--- config.mk ---
export PLATFORM = sky130hd
export DESIGN_NAME = duty_ramp_generator
export DESIGN_NICKNAME = d
export VERILOG_FILES = /design/src/rtl/duty_ramp_generator.sv
export SDC_FILE = /design/constraint.sdc
export NUM_CORES = 1
export LEC_CHECK = 0
export BUFFER_PORTS_ARGS = -buffer_cell sky130_fd_sc_hd__buf_2
export CAP_MARGIN = 5
export CORE_MARGIN = 8
export CORE_UTILIZATION = 32
export DETAILED_ROUTE_END_ITERATION = 6
export PLACE_DENSITY = 0.49
export RECOVER_POWER = 50
export SKIP_CTS_REPAIR_TIMING = 1
export SYNTH_ARGS = -nofsm -noshare
export SYNTH_HDL_FRONTEND = slang
export SYNTH_SLANG_ARGS = --single-unit
--- constraint.sdc ---
create_clock -name clock -period 3.4 [get_ports clock]
set_clock_uncertainty 0.2 [all_clocks]
set_input_delay 1.02 -clock clock [delete_from_list [all_inputs] [get_ports clock]]
set_output_delay 1.02 -clock clock [all_outputs]
set_load 0.02 [all_outputs]
--- src/rtl/duty_ramp_generator.sv ---
// duty_ramp_generator
//
// Breathing duty-cycle source for the LED PWM path. Runs its own 0..PERIOD
// period counter, the same count the PWM comparator uses. The duty value
// ramps from MIN_DUTY up to MAX_DUTY, holds there, ramps back down, holds,
// and repeats. Duty, state and hold count change only at a period boundary
// (pcnt == PERIOD), so the comparator never sees a change in mid-period.
// A one-shot load handshake lets software jump the duty to any value. The
// value is clamped to the rails, and ramping then resumes upward.
//
// Ports
//   clock         rising-edge clock
//   reset_n       asynchronous active-low reset
//   enable        run request, sampled only at boundaries
//   set_valid     load request
//   set_duty      load value (clamped to MIN_DUTY..MAX_DUTY when applied)
//   set_ready     high when a load can be accepted (no load pending)
//   duty_cycle    registered duty value for the PWM comparator
//   period_start  high while the period counter is 0
//   ramp_state    current state encoding (debug)

module duty_ramp_generator #(
    parameter int PERIOD       = 100,
    parameter int MIN_DUTY     = 0,
    parameter int MAX_DUTY     = 100,
    parameter int STEP         = 5,
    parameter int HOLD_PERIODS = 10
) (
    input  logic       clock,
    input  logic       reset_n,
    input  logic       enable,
    input  logic       set_valid,
    input  logic [7:0] set_duty,
    output logic       set_ready,
    output logic [7:0] duty_cycle,
    output logic       period_start,
    output logic [2:0] ramp_state
);

    typedef enum logic [2:0] {
        IDLE      = 3'd0,
        RAMP_UP   = 3'd1,
        HOLD_HIGH = 3'd2,
        RAMP_DOWN = 3'd3,
        HOLD_LOW  = 3'd4
    } state_t;

    localparam logic [7:0] PERIOD_L  = 8'(PERIOD);
    localparam logic [7:0] MIN_D     = 8'(MIN_DUTY);
    localparam logic [7:0] MAX_D     = 8'(MAX_DUTY);
    localparam logic [7:0] STEP_D    = 8'(STEP);
    localparam logic [8:0] MIN_W     = 9'(MIN_DUTY);
    localparam logic [8:0] MAX_W     = 9'(MAX_DUTY);
    localparam logic [8:0] STEP_W    = 9'(STEP);
    // The last hold count before leaving a hold state. It is unused when
    // HOLD_PERIODS is 0, because the hold states are then skipped entirely.
    localparam logic [7:0] HOLD_LAST = (HOLD_PERIODS == 0) ? 8'd0 : 8'(HOLD_PERIODS - 1);
    localparam bit         NO_HOLD   = (HOLD_PERIODS == 0);

    state_t     state;
    logic [7:0] pcnt;
    logic [7:0] hcnt;
    logic       pending;
    logic [7:0] load_val;

    logic       boundary;
    logic [8:0] up_sum;
    logic [8:0] down_limit;
    logic [7:0] load_clamped;

    assign boundary   = (pcnt == PERIOD_L);
    // 9-bit sums, so duty+STEP and MIN+STEP cannot wrap and saturation is exact.
    assign up_sum     = {1'b0, duty_cycle} + STEP_W;
    assign down_limit = MIN_W + STEP_W;

    // A value that equals a rail clamps to that same rail, so <= and >= give
    // the right result here.
    always_comb begin
        load_clamped = load_val;
        if (load_val <= MIN_D)
            load_clamped = MIN_D;
        else if (load_val >= MAX_D)
            load_clamped = MAX_D;
    end

    always_ff @(posedge clock or negedge reset_n) begin
        if (!reset_n) begin
            // NOTE: every register is reset here, including the load data
            // register. Nothing in this block is a memory array, so a full
            // reset costs nothing and keeps the state free of X after reset.
            pcnt       <= 8'd0;
            state      <= IDLE;
            duty_cycle <= MIN_D;
            hcnt       <= 8'd0;
            pending    <= 1'b0;
            load_val   <= 8'd0;
        end else begin
            // NOTE: only non-blocking assignments are used in this block.
            // Every branch reads the register values from before the edge,
            // and when two branches assign the same register, the later
            // assignment wins (this is used for `pending` below).
            pcnt <= boundary ? 8'd0 : pcnt + 8'd1;

            if (boundary) begin
                if (!enable) begin
                    state      <= IDLE;
                    duty_cycle <= MIN_D;
                    pending    <= 1'b0;
                end else if (pending) begin
                    duty_cycle <= load_clamped;
                    state      <= RAMP_UP;
                    hcnt       <= 8'd0;
                    pending    <= 1'b0;
                end else begin
                    case (state)
                        IDLE: state <= RAMP_UP;

                        RAMP_UP: begin
                            if (up_sum >= MAX_W) begin
                                duty_cycle <= MAX_D;
                                hcnt       <= 8'd0;
                                state      <= NO_HOLD ? RAMP_DOWN : HOLD_HIGH;
                            end else begin
                                duty_cycle <= duty_cycle + STEP_D;
                            end
                        end

                        HOLD_HIGH: begin
                            if (hcnt == HOLD_LAST)
                                state <= RAMP_DOWN;
                            else
                                hcnt <= hcnt + 8'd1;
                        end

                        RAMP_DOWN: begin
                            if ({1'b0, duty_cycle} <= down_limit) begin
                                duty_cycle <= MIN_D;
                                hcnt       <= 8'd0;
                                state      <= NO_HOLD ? RAMP_UP : HOLD_LOW;
                            end else begin
                                // Cannot underflow: here duty > MIN+STEP >= STEP.
                                duty_cycle <= duty_cycle - STEP_D;
                            end
                        end

                        HOLD_LOW: begin
                            if (hcnt == HOLD_LAST)
                                state <= RAMP_UP;
                            else
                                hcnt <= hcnt + 8'd1;
                        end

                        default: state <= IDLE;
                    endcase
                end
            end

            // A load accepted in the boundary cycle sets pending after the
            // boundary logic above. It is therefore applied at the next
            // boundary, not the current one.
            if (set_valid && !pending) begin
                load_val <= set_duty;
                pending  <= 1'b1;
            end
        end
    end

    assign set_ready    = ~pending;
    assign period_start = (pcnt == 8'd0);
    assign ramp_state   = state;

endmodule
==> qor.csv, run 1 <==
metric;value;unit
status;finished with violations;
violations;capacitance limit, slew limit;
grt_pass1_vias;2054;
syn_inst;271;
overflow;0;
syn_nets;290;
crit_chain;inv_1 > ha_1 > nor4b_2 > nor4b_1 > buf_2;
syn_area;0.00250;mm2
h-tree-depth;2;
dpl_cell_area;0.00267;mm2
min_from;pcnt[7];
root_buffer;clkbuf_8;
port_buffers;24;
yosysUniqueCellTypes;66;
layout_common_cells;dfrtp_1, buf_2, nor2_1, nand2_1;
combinationalPowerShare;0.106;
slowest_delay;430;ps
drt-total-wl;6150;um
path_max_fanout;6;
startpoint;pcnt[0];
tightest_slew;1970;ps
final_cell_area;0.00278;mm2
mostFrequentLayoutCell;dfrtp_1;
synthToLayoutAreaGrowth;11.0;%
syn_avg_cell_area;9.24;um2
routed-via-count;2117;
remaining_drc_errors;0;
clock.fmax;324;MHz
relSlewSlack;-0.311;
setup_tns;0;ps
grt_usage;0.115;
async_reset_ff_frac;1.00;
synth_edf_count;0;
finalMaxSlewViolations;37;
switching_share;0.260;
crit_family;simple AND/OR/NAND/NOR gates;
ys_seq_area_frac;0.360;
grt_setup_unrepaired;no;
leakage;1.14;nW
cts_buffers;5;
crit_type;reg -> out;
layout-drive-gt1-share;0.205;
cts_tree;built;
dp_hpwl;4610;um
setup-violations-final;0;
power;0.993;mW
final_util;0.363;
hold_path.class;reg -> reg;
timing.rr.start;duty_cycle[0];
start_util;0.327;
ant_nets;0;
nets;306;
antenna_found_initial;0;
grt_start_max_net_pins;37;
min_period_over_period;0.908;
power_frac_seq;0.499;
die_h;104;um
hold_viol;0;
yosysWarningCount;0;
grt_pass1_wl;10400;um
power_frac_clock;0.395;
place.gp.congestion;0.771;
worstSkewPairLatency;290;ps
startpoint_type;register;
intPower;0.735;mW
cp_num_buf_inv;2;
hold_depth;1;
drt_iter0_markers;71;
layout_min_cycle_time;3090;ps
synth_ff_type;dfrtp_1;
cp.required;2180;ps
p_switching;0.258;mW
maxCapViolCount;1;
fp-row-count;32;
slowest_stage;dfrtp_1;
cp-end-kind;primary output;
avgRoutedWirePerCell;15.8;um
die-area;0.0109;mm2
synth-seq-cells;36;
drt_first_pass_iters;4;
clkTransAtPathRegs;80;ps
clockBufferDepth;2;
viasPerCell;5.43;
die_w;104;um
cp_num_cells;5;
ir_drop;0.000239;V
power_density;357;mW/mm2
rr_worst_depth;7;
io_pins;25;
cts.sink_count;36;
cp.arrival;1870;ps
antenna_cells;0;
core;0.00765;mm2
[cell type report]
class	count	area (um2)
fill	795	4870
clock inverter	3	42.5
inverter	10	37.5
sequential	36	901
multi-input combinational	209	1480
tap	102	128
clock buffer	5	68.8
timing repair buffer	25	126
[Yosys cell counts (2+ instances only)]
master | instances | area share
xnor2_1 | 8 | 0.028
inv_1 | 10 | 0.015
nand3b_1 | 2 | 0.0060
o31ai_1 | 9 | 0.027
o211ai_1 | 3 | 0.0090
o41ai_1 | 3 | 0.010
a31oi_1 | 3 | 0.0075
ha_1 | 7 | 0.035
buf_6 | 3 | 0.013
nor2_1 | 19 | 0.028
nand3_1 | 16 | 0.032
a211o_1 | 2 | 0.0070
xor2_1 | 5 | 0.017
nor4_1 | 3 | 0.0075
or3_4 | 3 | 0.013
dfrtp_1 | 36 | 0.36
a211oi_2 | 2 | 0.010
buf_2 | 6 | 0.012
mux2_2 | 7 | 0.031
o21ai_1 | 4 | 0.0080
nor3b_1 | 3 | 0.0090
nand4_1 | 3 | 0.0075
or3_1 | 2 | 0.0050
and4_1 | 3 | 0.010
or2_2 | 4 | 0.010
nand2_1 | 17 | 0.025
a21oi_1 | 16 | 0.032
o21ai_0 | 9 | 0.018
nor3_1 | 4 | 0.0080
a21o_1 | 5 | 0.015
nor2b_1 | 8 | 0.020
clkbuf_1 | 7 | 0.010
nor3_2 | 2 | 0.0080
nand2b_1 | 4 | 0.010
and3_1 | 2 | 0.0050
[metal layers]
layer	part of all wire	up-vias	track usage	wire length [um]
li1	-	1043	-	-
met1	0.48	1029	0.144	2930
met2	0.47	38	0.187	2900
met3	0.037	7	0.0273	229
met4	0.016	0	0.0403	96
met5	0	-	0	0
[power groups by stage]
stage	combinational [mW]	sequential (mW)	clock, mW
floorplan	0.0793	0.492	0
global placement	0.106	0.504	0
detailed placement	0.108	0.506	0
CTS	0.108	0.497	0.404
global route	0.120	0.504	0.421
finish	0.106	0.496	0.392
[sequential cells by signal, summed over array words and instances, names as in the netlist]
name and flops:
load_val 8, pcnt 8, duty_cycle 8, hcnt 8, pending 1, ramp_state 3
[final timing paths]
| kind | to | slack (ps) |
|---|---|---|
| max in group asynchronous | ramp_state[1] | 800 |
| worst min register to register | pcnt[7] | 310 |
| worst max register to register | hcnt[5] | 510 |
| min in group asynchronous | pcnt[7] | 1070 |
| worst min-delay path | pcnt[7] | 310 |
| worst max-delay path | period_start | 310 |
[cells by family after synthesis]
kind of cell	count (synthesis)	share of synthesized area
XOR/XNOR	13	0.0455
buffers and inverters	26	0.0510
multiplexers	8	0.0355
AO/OA/AOI/OAI	77	0.233
adder cells (fa/ha/maj)	7	0.0350
flip-flops	36	0.360
AND/OR/NAND/NOR	104	0.240
[through the flow]
step | setup WS [ps] | hold slack (ps) | std cells
4_1_cts | 266 | 311 | 390
3_5_place_dp | 511 | 296 | 382
3_3_place_gp | 582 | 291 | 382
6_report | 311 | 306 | 390
5_1_grt | 196 | 327 | 390
2_1_floorplan | 529 | 265 | 271
Power figures use the tool's default switching activity.
==> run 2: changes to the inputs <==
--- a/config.mk
+++ b/config.mk
@@ -5,12 +5,12 @@
 export SDC_FILE = /design/constraint.sdc
 export NUM_CORES = 1
 export LEC_CHECK = 0
-export BUFFER_PORTS_ARGS = -buffer_cell sky130_fd_sc_hd__buf_2
 export CAP_MARGIN = 5
 export CORE_MARGIN = 8
 export CORE_UTILIZATION = 32
 export DETAILED_ROUTE_END_ITERATION = 6
-export PLACE_DENSITY = 0.49
+export DONT_BUFFER_PORTS = 1
+export PLACE_DENSITY = 0.47
 export RECOVER_POWER = 50
 export SKIP_CTS_REPAIR_TIMING = 1
 export SYNTH_ARGS = -nofsm -noshare
==> run 2 against run 1 <==
Effect of this change: the flow now finishes without violations; non-clock buffer count shrank 22; via count shrank 5.5%; worst setup slack gained 69 ps; die area is the same; sequential power is essentially flat; register-to-register slack gained 90 ps; final area shrank 3.7%; critical endpoint unchanged; global-route usage grew 0.41 points; clock-buffer cell count is the same.
==> qor.csv, run 2 (same netlist as run 1, synthesis figures left out) <==
metric;value;unit;change
power;0.976;mW;-1.8%
viasPerCell;5.44;;+0.17%
cp.required;2180;ps;about the same
mostFrequentLayoutCell;dfrtp_1;;
clkTransAtPathRegs;90;ps;about the same
layout_min_cycle_time;3020;ps;-69.3 ps
die_h;104;um;unchanged
layout-drive-gt1-share;0.143;;-0.0620
core;0.00765;mm2;unchanged
die-area;0.0109;mm2;unchanged
worstSkewPairLatency;290;ps;about the same
synthToLayoutAreaGrowth;6.85;%;
cts_buffers;5;;unchanged
stdcell_count;368;;-5.6%
grt_pass1_vias;1985;;-3.4%
die_w;104;um;unchanged
tightest_slew;738;ps;-1230 ps
remaining_drc_errors;0;;unchanged
rr_worst_depth;6;;-1
fillers;806;;+1.4%
cp.arrival;1800;ps;-70 ps
io_pins;25;;unchanged
status;finished clean;;
drt_iter0_markers;141;;+99%
port_buffers;0;;-100%
dp_hpwl;4580;um;-0.51%
antenna_found_initial;0;;unchanged
power_density;365;mW/mm2;+2.1%
drt_first_pass_iters;4;;unchanged
finalMaxSlewViolations;0;;-100%
clock.fmax;331;MHz;+2.3%
setup-violations-final;0;;unchanged
grt_usage;0.119;;+0.00412
grt_start_max_net_pins;37;;unchanged
ir_drop;0.000216;V;-9.9%
ant_nets;0;;unchanged
grt_pass1_wl;10500;um;+1.3%
maxCapViolCount;0;;-1
relSlewSlack;0.507;;+0.818
cts_tree;built;;
fin_ws;381;ps;+69.3 ps
cts.sink_count;36;;unchanged
start_util;0.327;;unchanged
fp-row-count;32;;unchanged
placed_cells;360;;-5.8%
place.gp.congestion;0.804;;+4.2%
grt_setup_unrepaired;no;;
startpoint_type;register;;
drt-total-wl;6220;um;+1.0%
cp-end-kind;primary output;;
antenna_cells;0;;unchanged
avgRoutedWirePerCell;16.9;um;+7.1%
clockBufferDepth;2;;unchanged
crit_type;reg -> out;;
hold_viol;0;;unchanged
min_period_over_period;0.888;;-0.0204
routed-via-count;2001;;-5.5%
layout_common_cells;dfrtp_1, nor2_1, nand2_1, nand3_1, a21oi_1;;
pre_cts_slack;615;ps;+104 ps
path_max_fanout;6;;unchanged
overflow;0;;unchanged
leakage;1.04;nW;-8.6%
setup_tns;0;ps;unchanged
h-tree-depth;2;;unchanged
hold_path.class;in -> async;;
root_buffer;clkbuf_8;;
nets;284;;-7.2%
## run 2: cell types whose count changed in the layout (fill, tap and decap cells not counted)
cell / before / now
buf_4: 1 / 3
clkbuf_1: 1 / 0
buf_2: 23 / 0
## run 2: stage by stage
step,hold slack [ps],utilization,cell area [um2]
2_1_floorplan,265,-,2500
3_3_place_gp,301,0.335,2560
3_5_place_dp,299,0.335,2560
4_1_cts,200,0.350,2680
5_1_grt,190,0.350,2680
6_report,211,0.350,2680
## run 2: power by group
group	leakage (nW)	switching, mW	total, mW	internal (mW)
Combinational	0.542	0.0388	0.0854	0.0466
Sequential	0.446	0.0324	0.498	0.465
Clock	0.0541	0.175	0.393	0.217
## run 2: layer usage
metal,part of all wire,vias up,GRT usage
met5,0,-,0
met4,0.0085,0,0.0352
met3,0.060,4,0.0316
met2,0.46,50,0.187
met1,0.48,950,0.155
li1,-,997,-
## run 2: final timing paths
kind	from	end	slack (ps)
worst max-delay path	pcnt[0]	period_start	380
worst min-delay path	reset_n	duty_cycle[7]	210
worst max register to register	duty_cycle[3]	hcnt[5]	600
worst min register to register	pcnt[7]	pcnt[7]	310
max in group asynchronous	reset_n	duty_cycle[1]	2700
min in group clock	pcnt[7]	pcnt[7]	310
## run 2: final cells by class
cell class                 instances  area [um2]  share of cell area
clock buffer                       5        68.8              0.0257
clock inverter                     3        42.5              0.0159
inverter                          10        37.5              0.0140
multi-input combinational        209        1480               0.551
sequential                        36         901               0.337
tap                              102         128              0.0477
timing repair buffer               3        22.5             0.00842
## run 2: critical path, cell delays in order (launching register included)
cell	delay [ps]
dfrtp_1	440
inv_1	80
ha_1	140
nor4b_2	340
nor4b_1	310
buf_4	200
==> run 3: changes to the inputs <==
--- a/config.mk
+++ b/config.mk
@@ -8,6 +8,8 @@
 export CAP_MARGIN = 5
 export CORE_MARGIN = 8
 export CORE_UTILIZATION = 32
+export CTS_BUF_LIST = sky130_fd_sc_hd__clkbuf_4
+export CTS_CLUSTER_DIAMETER = 200
 export DETAILED_ROUTE_END_ITERATION = 6
 export DONT_BUFFER_PORTS = 1
 export PLACE_DENSITY = 0.47
==> run 3 against run 2 <==
Effect of this change: first-iteration DRC count rose by 2.1%; critical path depth unchanged; maximum frequency shrank 2.4%; flip-flop and latch count unchanged.
==> qor.csv, run 3 (same netlist as run 1, synthesis figures left out) <==
metric;value;unit;change
status;finished clean;;
fillers;805;;-0.12%
finalMaxSlewViolations;0;;unchanged
power_density;342;mW/mm2;-6.3%
grt_start_max_net_pins;37;;unchanged
fin_ws;308;ps;-73.1 ps
core;0.00765;mm2;unchanged
hold_ws;141;ps;-69.9 ps
synthToLayoutAreaGrowth;5.60;%;
final_util;0.346;;-0.00409
port_buffers;0;;unchanged
start_util;0.327;;unchanged
dp_hpwl;4580;um;unchanged
grt_setup_unrepaired;no;;
placed_cells;360;;unchanged
cp-end-kind;primary output;;
clock.fmax;323;MHz;-2.4%
leakage;1.03;nW;-1.2%
stdcell_count;368;;unchanged
ir_drop;0.000198;V;-8.1%
crit_chain;inv_1 > ha_1 > nor4b_2 > nor4b_1 > buf_4;;
fp-row-count;32;;unchanged
setup_tns;0;ps;unchanged
die-area;0.0109;mm2;unchanged
clockBufferDepth;2;;unchanged
drt_iter0_markers;144;;+2.1%
path_max_fanout;6;;unchanged
root_buffer;clkbuf_4;;
clkTransAtPathRegs;130;ps;+40 ps
drt_first_pass_iters;4;;unchanged
die_w;104;um;unchanged
crit_family;simple AND/OR/NAND/NOR gates;;
slowest_delay;460;ps;+20 ps
relSlewSlack;0.507;;about the same
antenna_found_initial;0;;unchanged
io_pins;25;;unchanged
cts.sink_count;36;;unchanged
crit_type;reg -> out;;
grt_pass1_wl;10500;um;unchanged
routed-via-count;1983;;-0.90%
remaining_drc_errors;0;;unchanged
antenna_cells;0;;unchanged
cp_num_buf_inv;2;;unchanged
avgRoutedWirePerCell;16.9;um;+0.24%
nets;284;;unchanged
hold_viol;0;;unchanged
pre_cts_slack;615;ps;unchanged
cp.required;2180;ps;about the same
layout-drive-gt1-share;0.143;;unchanged
h-tree-depth;2;;unchanged
place.gp.congestion;0.804;;unchanged
setup-violations-final;0;;unchanged
maxCapViolCount;0;;unchanged
hold_path.class;in -> async;;
grt_usage;0.119;;unchanged
slowest_stage;dfrtp_1;;
ant_nets;0;;unchanged
cts_tree;built;;
startpoint_type;register;;
viasPerCell;5.39;;-0.90%
drt-total-wl;6230;um;+0.24%
grt_pass1_vias;1985;;unchanged
worstSkewPairLatency;350;ps;+60 ps
layout_min_cycle_time;3090;ps;+73.1 ps
mostFrequentLayoutCell;dfrtp_1;;
cts_buffers;5;;unchanged
tightest_slew;738;ps;-0.381 ps
min_period_over_period;0.910;;+0.0215
die_h;104;um;unchanged
layout_common_cells;dfrtp_1, nor2_1, nand2_1, nand3_1, a21oi_1;;
cp.arrival;1870;ps;+70 ps
overflow;0;;unchanged
## run 3: per-stage QoR
step | total power, mW | cell area, um2
finish | 0.904 | 2640
global route | 0.958 | 2640
CTS | 0.918 | 2640
detailed placement | 0.593 | 2560
global placement | 0.592 | 2560
floorplan | 0.571 | 2500
## run 3: cell type report
class / instances / area, um2 / area share
Clock buffer: 5 / 37.5 / 0.0142
Clock inverter: 3 / 42.5 / 0.0161
Inverter: 10 / 37.5 / 0.0142
Multi-Input combinational cell: 209 / 1480 / 0.558
Sequential cell: 36 / 901 / 0.341
Tap cell: 102 / 128 / 0.0483
Timing Repair Buffer: 3 / 22.5 / 0.00852
## run 3: metal layers
metal | routed length (um) | global-route usage
met5 | 0 | 0
met4 | 58 | 0.0352
met3 | 319 | 0.0316
met2 | 2810 | 0.186
met1 | 3050 | 0.156
## run 3: worst reg2reg max path, cell delays in order, from the launching register on
cell and delay, ps:
dfrtp_1 770, o2111ai_1 300, or3_4 400, a211oi_2 300
nor4_2 110, or2_1 330, a211o_1 320
## run 3: worst paths after layout
check	start	end	slack, ps	cells after the start
min in group clock	pcnt[7]	pcnt[7]	320	1
worst min-delay path	reset_n	duty_cycle[7]	140	0
worst max register to register	duty_cycle[3]	hcnt[5]	580	6
worst min register to register	pcnt[7]	pcnt[7]	320	1
max in group asynchronous	reset_n	pcnt[0]	2770	0
worst max-delay path	pcnt[0]	period_start	310	5
## run 3: where the power goes
group          switching, mW  leakage, nW  internal (mW)  total, mW
Combinational         0.0390        0.542         0.0466     0.0857
Clock                  0.166       0.0412          0.153      0.320
Sequential            0.0330        0.446          0.465      0.498
Total                  0.238         1.03          0.665      0.904
